## src/rtl/jtframe_sdram_sched.sv

```systemverilog
// Request scheduler between the four game bank ports, the ROM-download port
// and a single-command SDRAM core: round-robin access grants plus auto-refresh.
module jtframe_sdram_sched #(
    parameter int AW          = 22,
    parameter int RFSH_PERIOD = 384,
    parameter int RFSH_MAX    = 8
)(
    input  logic            clk,
    input  logic            rst,
    input  logic            prog_en,
    input  logic            prog_rd,
    input  logic            prog_we,
    input  logic [1:0]      prog_ba,
    input  logic [AW-1:0]   prog_addr,
    output logic            prog_ack,
    output logic            prog_rdy,
    input  logic [3:0]      ba_rd,
    input  logic            ba0_wr,
    input  logic [4*AW-1:0] ba_addr,
    output logic [3:0]      ba_ack,
    output logic [3:0]      ba_rdy,
    input  logic            rfsh_en,
    input  logic            core_cmd_ok,
    input  logic            core_dok,
    input  logic [1:0]      core_dba,
    output logic            core_issue,
    output logic            core_rfsh,
    output logic [1:0]      core_ba,
    output logic [AW-1:0]   core_addr,
    output logic            core_wr
);
    localparam int CW = $clog2(RFSH_PERIOD + 1);
    localparam int PW = $clog2(RFSH_MAX + 1);
    localparam logic [CW-1:0] PERIOD_V = CW'(RFSH_PERIOD);
    localparam logic [CW-1:0] CNT_ONE  = CW'(1);
    localparam logic [PW-1:0] MAX_V    = PW'(RFSH_MAX);
    localparam logic [PW-1:0] PEND_ONE = PW'(1);

    typedef enum logic [1:0] {ST_RUN, ST_DRAIN, ST_RFSH} state_t;

    state_t          state_q;
    logic [3:0]      busy_q;
    logic            prog_busy_q;
    logic [1:0]      rr_q;
    logic [CW-1:0]   cnt_q;
    logic [PW-1:0]   pend_q;
    logic            force_q;

    logic            prog_ack_q, prog_rdy_q, core_issue_q, core_rfsh_q, core_wr_q;
    logic [3:0]      ba_ack_q, ba_rdy_q;
    logic [1:0]      core_ba_q;
    logic [AW-1:0]   core_addr_q;

    logic [3:0]      req_w, elig_w;
    logic [AW-1:0]   addr_w [4];

    for (genvar gi = 0; gi < 4; gi++) begin : g_bank
        assign req_w[gi]  = ba_rd[gi] | ((gi == 0) ? ba0_wr : 1'b0);
        assign elig_w[gi] = req_w[gi] & ~busy_q[gi] & ~ba_ack_q[gi];
        assign addr_w[gi] = ba_addr[gi*AW +: AW];
    end

    logic            gnt_found;
    logic [1:0]      gnt_idx, cand;

    always_comb begin
        gnt_found = 1'b0;
        gnt_idx   = rr_q;
        cand      = rr_q;
        for (int i = 0; i < 4; i++) begin
            cand = rr_q + 2'(i);
            if (!gnt_found && elig_w[cand]) begin
                gnt_found = 1'b1;
                gnt_idx   = cand;
            end
        end
    end

    logic            bank_gnt, prog_gnt;
    logic            rfsh_tick, rfsh_inc, rfsh_dec;
    logic [CW-1:0]   cnt_d;
    logic [PW-1:0]   pend_d;

    assign bank_gnt  = (state_q == ST_RUN) && !prog_en && core_cmd_ok && gnt_found;
    assign prog_gnt  = (state_q == ST_RUN) && prog_en && core_cmd_ok &&
                       (prog_rd || prog_we) && !prog_busy_q && !prog_ack_q;

    // The counter expires on the cycle it would reach zero, so requests are RFSH_PERIOD apart.
    assign rfsh_tick = (cnt_q == CNT_ONE);
    assign cnt_d     = rfsh_tick ? PERIOD_V : cnt_q - CNT_ONE;
    assign rfsh_inc  = rfsh_tick && (pend_q != MAX_V);
    assign rfsh_dec  = (state_q == ST_RFSH) && core_cmd_ok && (pend_q != '0);
    assign pend_d    = pend_q + (rfsh_inc ? PEND_ONE : '0) - (rfsh_dec ? PEND_ONE : '0);

    always_ff @(posedge clk or posedge rst) begin
        if (rst) begin
            state_q      <= ST_RUN;
            busy_q       <= '0;
            prog_busy_q  <= 1'b0;
            rr_q         <= '0;
            cnt_q        <= PERIOD_V;
            pend_q       <= '0;
            force_q      <= 1'b0;
            prog_ack_q   <= 1'b0;
            prog_rdy_q   <= 1'b0;
            ba_ack_q     <= '0;
            ba_rdy_q     <= '0;
            core_issue_q <= 1'b0;
            core_rfsh_q  <= 1'b0;
            core_ba_q    <= '0;
            core_addr_q  <= '0;
            core_wr_q    <= 1'b0;
        end else begin
            cnt_q        <= cnt_d;
            pend_q       <= pend_d;
            prog_ack_q   <= 1'b0;
            prog_rdy_q   <= 1'b0;
            ba_ack_q     <= '0;
            ba_rdy_q     <= '0;
            core_issue_q <= 1'b0;
            core_rfsh_q  <= 1'b0;

            // Bank completions take priority; otherwise a completion belongs to the prog access.
            if (core_dok) begin
                if (busy_q[core_dba]) begin
                    busy_q[core_dba]   <= 1'b0;
                    ba_rdy_q[core_dba] <= 1'b1;
                end else if (prog_busy_q) begin
                    prog_busy_q <= 1'b0;
                    prog_rdy_q  <= 1'b1;
                end
            end

            case (state_q)
                ST_RUN: begin
                    if (bank_gnt) begin
                        busy_q[gnt_idx]   <= 1'b1;
                        ba_ack_q[gnt_idx] <= 1'b1;
                        core_issue_q      <= 1'b1;
                        core_ba_q         <= gnt_idx;
                        core_addr_q       <= addr_w[gnt_idx];
                        core_wr_q         <= (gnt_idx == 2'd0) && ba0_wr;
                        rr_q              <= gnt_idx + 2'd1;
                    end else if (prog_gnt) begin
                        prog_busy_q  <= 1'b1;
                        prog_ack_q   <= 1'b1;
                        core_issue_q <= 1'b1;
                        core_ba_q    <= prog_ba;
                        core_addr_q  <= prog_addr;
                        core_wr_q    <= prog_we;
                    end else if (pend_q != '0 && (rfsh_en || pend_q == MAX_V)) begin
                        state_q <= ST_DRAIN;
                        force_q <= (pend_q == MAX_V);
                    end
                end
                ST_DRAIN: begin
                    if (busy_q == 4'd0 && !prog_busy_q)
                        state_q <= ST_RFSH;
                end
                ST_RFSH: begin
                    if (core_cmd_ok) begin
                        core_rfsh_q <= 1'b1;
                        // A forced burst keeps going until the backlog is empty.
                        if (pend_d == '0 || !(rfsh_en || force_q)) begin
                            state_q <= ST_RUN;
                            force_q <= 1'b0;
                        end
                    end
                end
                default: state_q <= ST_RUN;
            endcase
        end
    end

    assign prog_ack   = prog_ack_q;
    assign prog_rdy   = prog_rdy_q;
    assign ba_ack     = ba_ack_q;
    assign ba_rdy     = ba_rdy_q;
    assign core_issue = core_issue_q;
    assign core_rfsh  = core_rfsh_q;
    assign core_ba    = core_ba_q;
    assign core_addr  = core_addr_q;
    assign core_wr    = core_wr_q;

endmodule
```

## config.mk

```make
export PLATFORM = sky130hd
export DESIGN_NAME = jtframe_sdram_sched
export DESIGN_NICKNAME = d
export VERILOG_FILES = /design/src/rtl/jtframe_sdram_sched.sv
export SDC_FILE = /design/constraint.sdc
export NUM_CORES = 1
export LEC_CHECK = 0
export CAP_MARGIN = 40
export CORE_ASPECT_RATIO = 0.6
export CORE_MARGIN = 2
export CORE_UTILIZATION = 38
export DETAILED_ROUTE_END_ITERATION = 10
export PLACE_DENSITY = 0.77
export SLEW_MARGIN = 30
export SYNTH_ARGS = -nofsm -noshare
export SYNTH_HDL_FRONTEND = slang
export SYNTH_SLANG_ARGS = --single-unit
```

## constraint.sdc

```tcl
create_clock -name clk -period 3.6 [get_ports clk]
set_input_delay 0.36 -clock clk [delete_from_list [all_inputs] [get_ports clk]]
set_output_delay 0.36 -clock clk [all_outputs]
set_load 0.01 [all_outputs]
```

==> flow_summary.yaml, run 1 <==
cells_and_area:
  design_area_um2: 5670
  final_common_cell: "clkdlybuf4s50_1"
  final_cells: 637
  multi_input_comb_area_um2: 1840
  fillers: 760
  num_antenna_cells: 0
  seq_area_um2: 1500
  drive_gt1_share_pct: 10.3
  layout_common_cells: "163 x clkdlybuf4s50_1, 58 x dfrtp_1, 44 x mux2i_1"
  nNetsFinal: 642
  area_growth_pct: 57.7
logic_synthesis:
  yosys-top-cells-area: "dfrtp_1 40%, mux2i_1 12%, o221ai_2 5.0%"
  avgSynthCellArea_um2: 10.7
  ys_dominant_reg_cell: "dfrtp_1"
  synth_top_cell_area_share_pct: 40.4
  syn_inst: 335
  synth.distinct_cells: 58
  netlist_area_um2: 3590
  ys_seq_area_share_pct: 41.9
  synth_edf_count: 0
  yosys_warnings: 0
  post-synth-top-area-cell: "dfrtp_1"
  async_reset_ff_share_pct: 100
  synth_nets: 475
  ys_ff_latch: 60
power:
  switching_share_pct: 36.6
  p_comb_share_pct: 50.9
  vdd.ir_drop.worst_uv: 386
  clockPowerShare_pct: 22.4
  sequentialPowerShare_pct: 26.7
  switchingPower_mw: 1.48
  p_per_area_nw_per_um2: 715
  p_int_mw: 2.57
  p_leak_nw: 2.51
timing:
  fin_skew_ns: 0.00720
  tns_ns: 0
  fmax_mhz: 294
  final_max_slew_viol_count: 0
  setup_ws_ns: 0.204
  finalHoldViolations: 0
  finalCriticalPeriod_ns: 3.40
  setup_viol_count_final: 0
  finalCritPeriodShare_pct: 94.3
  worstMarginPinSlew_ns: 0.585
  relSlewSlack_pct: 61.0
  rsz0062_at_grt: "false"
global_route:
  grt_max_degree: 44
  grt_pass1_vias: 3397
  grt_pass1_wl_mm: 17.5
  grt_usage_pct: 22.3
  grt.overflow.total: 0
  grt_antenna_before_repair: 0
drt:
  drc: 0
  antenna_left: 0
  vias: 3321
  drt-total-wl_mm: 11.1
  drtIter0Drc: 200
  wl_per_cell_um: 17.4
  drt-vias-per-instance: 5.21
  drt-pass1-iter-count: 5
floorplan:
  rows: 27
  die_height_um: 79.3
  fp.coreArea_um2: 9190
  die_w_um: 130
  io_pins: 164
  initial_core_util_pct: 39.1
  dieArea_um2: 10300
placed_design:
  place_hpwl_mm: 8.47
  dp_cells: 621
  place_congestion: 0.847
  place_ws_ns: 0.208
  port_buffers: 163
  place_area_um2: 5340
clock_network:
  htreeDepth: 3
  cts_setup_buffers: 0
  cts_tree: "built"
  cts_buffers: 9
  cts_root_buf: "clkbuf_16"
  cts_buffer_depth: 2
  clock_latency_ns: 0.33
  clock_sinks: 60
  clk_pin_slew_worst_paths_ns: 0.05
min_path:
  hp-class: "input pin to asynchronous set/reset pin"
status:
  status: "finished clean"
run:
  cap_violations: 0
setup_path:
  crit_path_end_kind: "register"
  cp.required_ns: 3.79
  cp-start-kind: "register"
  arrival_ns: 3.58
  crit_fanout: 4
  crit_type: "register to register"
==> cell type report <==
cell class	instances	area share, %
repair buffers	175	31.0
clock inverters	3	0.751
clock buffers	13	4.95
flip-flops and latches	60	26.5
multi-input cells	233	32.4
well taps	130	2.87
inverters	23	1.52
==> synthesized netlist by cell type, drive strengths merged (8+ instances only) <==
cell     n
o221ai  22
buf      8
ha      12
clkbuf   9
nand2   20
a21oi   28
inv     22
mux2i   44
o21ai    9
and3    24
nor2    15
dfrtp   58
==> path summary, 6_finish.rpt <==
kind                           endpoint  depth (start not counted)     start  slack, ns
setup / recovery             state_q[1]                         13  cnt_q[2]       0.20
hold / removal             core_addr[5]                          2       rst       0.39
setup reg to reg             state_q[1]                         13  cnt_q[2]       0.20
hold reg to reg                cnt_q[8]                          2  cnt_q[8]       0.50
max in group asynchronous     pend_q[0]                          3       rst       2.56
min in group clk               cnt_q[8]                          2  cnt_q[8]       0.50
==> routing by layer <==
metal | up-vias | part of all wire, % | track usage [%]
li1 | 1574 | - | -
met1 | 1624 | 45 | 29.7
met3 | 6 | 6.7 | 7.28
met4 | 0 | 0.69 | 6.45
met5 | - | 0 | 0
met2 | 117 | 47 | 34.9
==> repair_timing <==
item	4_1_cts	5_1_grt
hold buffers	0	0
gates resized for setup	0	1
endpoints found under the setup margin	0	1
==> critical path: stages (launching register included) <==
cell and delay [ns]:
dfrtp_1 0.41, or4_1 0.61, nor3_2 0.19, and3b_1 0.20
nand2_1 0.05, ha_1 0.27, inv_1 0.05, ha_1 0.15
inv_1 0.05, fa_1 0.49, inv_1 0.07, o41a_1 0.43
o21ai_0 0.15, o21ai_0 0.13
==> registers in the layout (all words and copies together), names as in the netlist <==
name	count
prog_ack	1
core_addr	22
cnt_q	9
prog_rdy	1
core_ba	2
state_q	2
busy_q	4
force_q	1
ba_ack	4
ba_rdy	4
pend_q	4
core_issue	1
core_rfsh	1
prog_busy_q	1
core_wr	1
rr_q	2
==> kinds of logic (layout without fill, tap and decap cells) <==
logic type	after synthesis	in the layout	synth area share [%]
xor+xnor	8	8	1.95
mux	45	45	13.0
buf+inv	42	214	7.17
fa+ha+maj	13	13	4.74
flops	60	60	41.9
compound gates	77	77	17.1
simple gates	90	90	14.2
==> power by group through the flow <==
stage               Sequential, mW  Combinational, mW  Clock (mW)
global placement              1.07               2.00           0
finish                        1.08               2.06       0.908
CTS                           1.08               2.07       0.925
global route                  1.11               2.25       0.950
floorplan                     1.10               1.37           0
detailed placement            1.08               2.05           0
==> metrics by stage <==
stage	utilization, %	power (mW)	hold WS [ns]
after global routing	61.7	4.31	0.428
after CTS	61.6	4.07	0.405
after detailed placement	58.1	3.13	0.485
final	61.7	4.05	0.394
after floorplan	-	2.47	0.430
after global placement	57.8	3.06	0.468
(Power assumes the default switching activity.)
==> inputs of run 2 (changes only) <==
--- a/config.mk
+++ b/config.mk
@@ -10,7 +10,8 @@
 export CORE_MARGIN = 2
 export CORE_UTILIZATION = 38
 export DETAILED_ROUTE_END_ITERATION = 10
-export PLACE_DENSITY = 0.77
+export GPL_ROUTABILITY_DRIVEN = 0
+export PLACE_DENSITY = 0.75
 export SLEW_MARGIN = 30
 export SYNTH_ARGS = -nofsm -noshare
 export SYNTH_HDL_FRONTEND = slang
==> run 2 against run 1 <==
  * Sequential power barely moved
  * Global-route usage is 0.11 points lower
  * Via count is 1.2% lower
  * Register-to-register slack about the same
  * First-iteration DRC count increased by 4.5%
  * Cell count fell by 0.31%
  * Count of clock-buffer cells in the layout fell by 2
  * Critical path depth is the same
  * Largest cell class unchanged
  * Die area did not move
  * Total power shrank 3.4%
  * Critical endpoint unchanged
==> flow_summary.yaml, run 2 (same netlist as run 1, synthesis figures left out) <==
global_route:
  grt_max_degree: 42
  grt_pass1_wl_mm: 17.4
  grt_antenna_before_repair: 0
  grt.overflow.total: 0
  grt_usage_pct: 22.2
  grt_pass1_vias: 3453
timing:
  finalHoldViolations: 0
  final_max_slew_viol_count: 0
  finalCriticalPeriod_ns: 3.38
  relSlewSlack_pct: 59.3
  tns_ns: 0
  fin_skew_ns: 0.00552
  worstMarginPinSlew_ns: 0.610
  finalCritPeriodShare_pct: 93.9
  fmax_mhz: 296
  finalHoldWorstSlack_ns: 0.352
  setup_viol_count_final: 0
  rsz0062_at_grt: "false"
clock_network:
  clk_pin_slew_worst_paths_ns: 0.05
  cts_buffer_depth: 2
  htreeDepth: 3
  cts_buffers: 9
  cts_root_buf: "clkbuf_16"
  clock_latency_ns: 0.33
  cts_setup_buffers: 0
  cts_tree: "built"
  clock_sinks: 60
cells_and_area:
  fillers: 758
  area_growth_pct: 55.6
  largest_register_ffs: 22
  num_antenna_cells: 0
  finish.utilization_pct: 60.8
  drive_gt1_share_pct: 9.70
  nNetsFinal: 640
  layout_common_cells: "163 x clkdlybuf4s50_1, 58 x dfrtp_1, 44 x mux2i_1"
  final_common_cell: "clkdlybuf4s50_1"
placed_design:
  port_buffers: 163
  place_hpwl_mm: 8.39
drt:
  antenna_left: 0
  vias: 3280
  drt-vias-per-instance: 5.17
  drtIter0Drc: 209
  drc: 0
  drt-pass1-iter-count: 4
  drt-total-wl_mm: 10.8
  wl_per_cell_um: 17.1
floorplan:
  die_w_um: 130
  rows: 27
  initial_core_util_pct: 39.1
  fp.coreArea_um2: 9190
  dieArea_um2: 10300
  io_pins: 164
  die_height_um: 79.3
power:
  vdd.ir_drop.worst_uv: 467
  p_leak_nw: 2.48
  p_per_area_nw_per_um2: 701
setup_path:
  arrival_ns: 3.58
  crit_path_end_kind: "register"
  cp.required_ns: 3.80
  cp-start-kind: "register"
  crit_fanout: 4
  crit_type: "register to register"
run:
  cap_violations: 0
status:
  status: "finished clean"
min_path:
  hp-class: "input pin to asynchronous set/reset pin"
==> run 2: stage by stage <==
stage | total power [mW] | cell area, µm² | setup slack [ns] | cells
4_1_cts | 3.94 | 5590 | 0.205 | 635
6_report | 3.92 | 5590 | 0.219 | 635
5_1_grt | 4.21 | 5590 | 0.0692 | 635
2_1_floorplan | 2.47 | 3590 | 0.207 | 335
3_3_place_gp | 3.10 | 5320 | 0.325 | 619
3_5_place_dp | 3.15 | 5320 | 0.232 | 619
==> run 2: what timing repair did <==
item                       in CTS  in global routing
hold buffers                    0                  0
hold endpoints to repair        0                  0
gates resized for setup         0                  1
setup endpoints to repair       0                  1
==> run 2: worst paths after layout <==
kind                         endpoint  slack (ns)  startpoint  cells after the start
min reg2reg                  cnt_q[8]        0.49    cnt_q[8]                      2
min                         pend_q[1]        0.35         rst                      2
max reg2reg                state_q[1]        0.22    cnt_q[2]                     13
min in group clk             cnt_q[8]        0.49    cnt_q[8]                      2
max in group asynchronous  core_ba[0]        2.35         rst                      3
max                        state_q[1]        0.22    cnt_q[2]                     13
==> run 2: layer usage <==
layer	GRT usage [%]	vias up	part of all wire [%]
met5	0	-	0
li1	-	1561	-
met1	29.8	1602	45
met4	5.48	0	0.95
met2	35.1	108	47
met3	6.94	9	6.7
==> run 2: cell type report <==
type / instances / area (µm²) / share of cell area (%)
multi-input combinational: 233 / 1840 / 32.8
clock buffer: 11 / 243 / 4.34
sequential: 60 / 1500 / 26.9
timing repair buffer: 173 / 1730 / 31.0
clock inverter: 5 / 27.5 / 0.492
tap: 130 / 163 / 2.91
inverter: 23 / 86.3 / 1.54
==> run 2: report_power, final <==
part	internal, mW	switching (mW)	total [mW]
Sequential	0.907	0.164	1.07
Clock	0.479	0.300	0.779
Combinational	1.08	0.989	2.07
==> run 2: critical path, cell delays in order, from the launching register on <==
cell and delay (ns):
dfrtp_1 0.40, or4_1 0.61, nor3_2 0.19, and3b_1 0.21, nand2_1 0.06, ha_1 0.27, inv_1 0.06, ha_1 0.16
inv_1 0.06, fa_1 0.49, inv_1 0.05, o41a_1 0.42, o21ai_0 0.17, o21ai_0 0.11
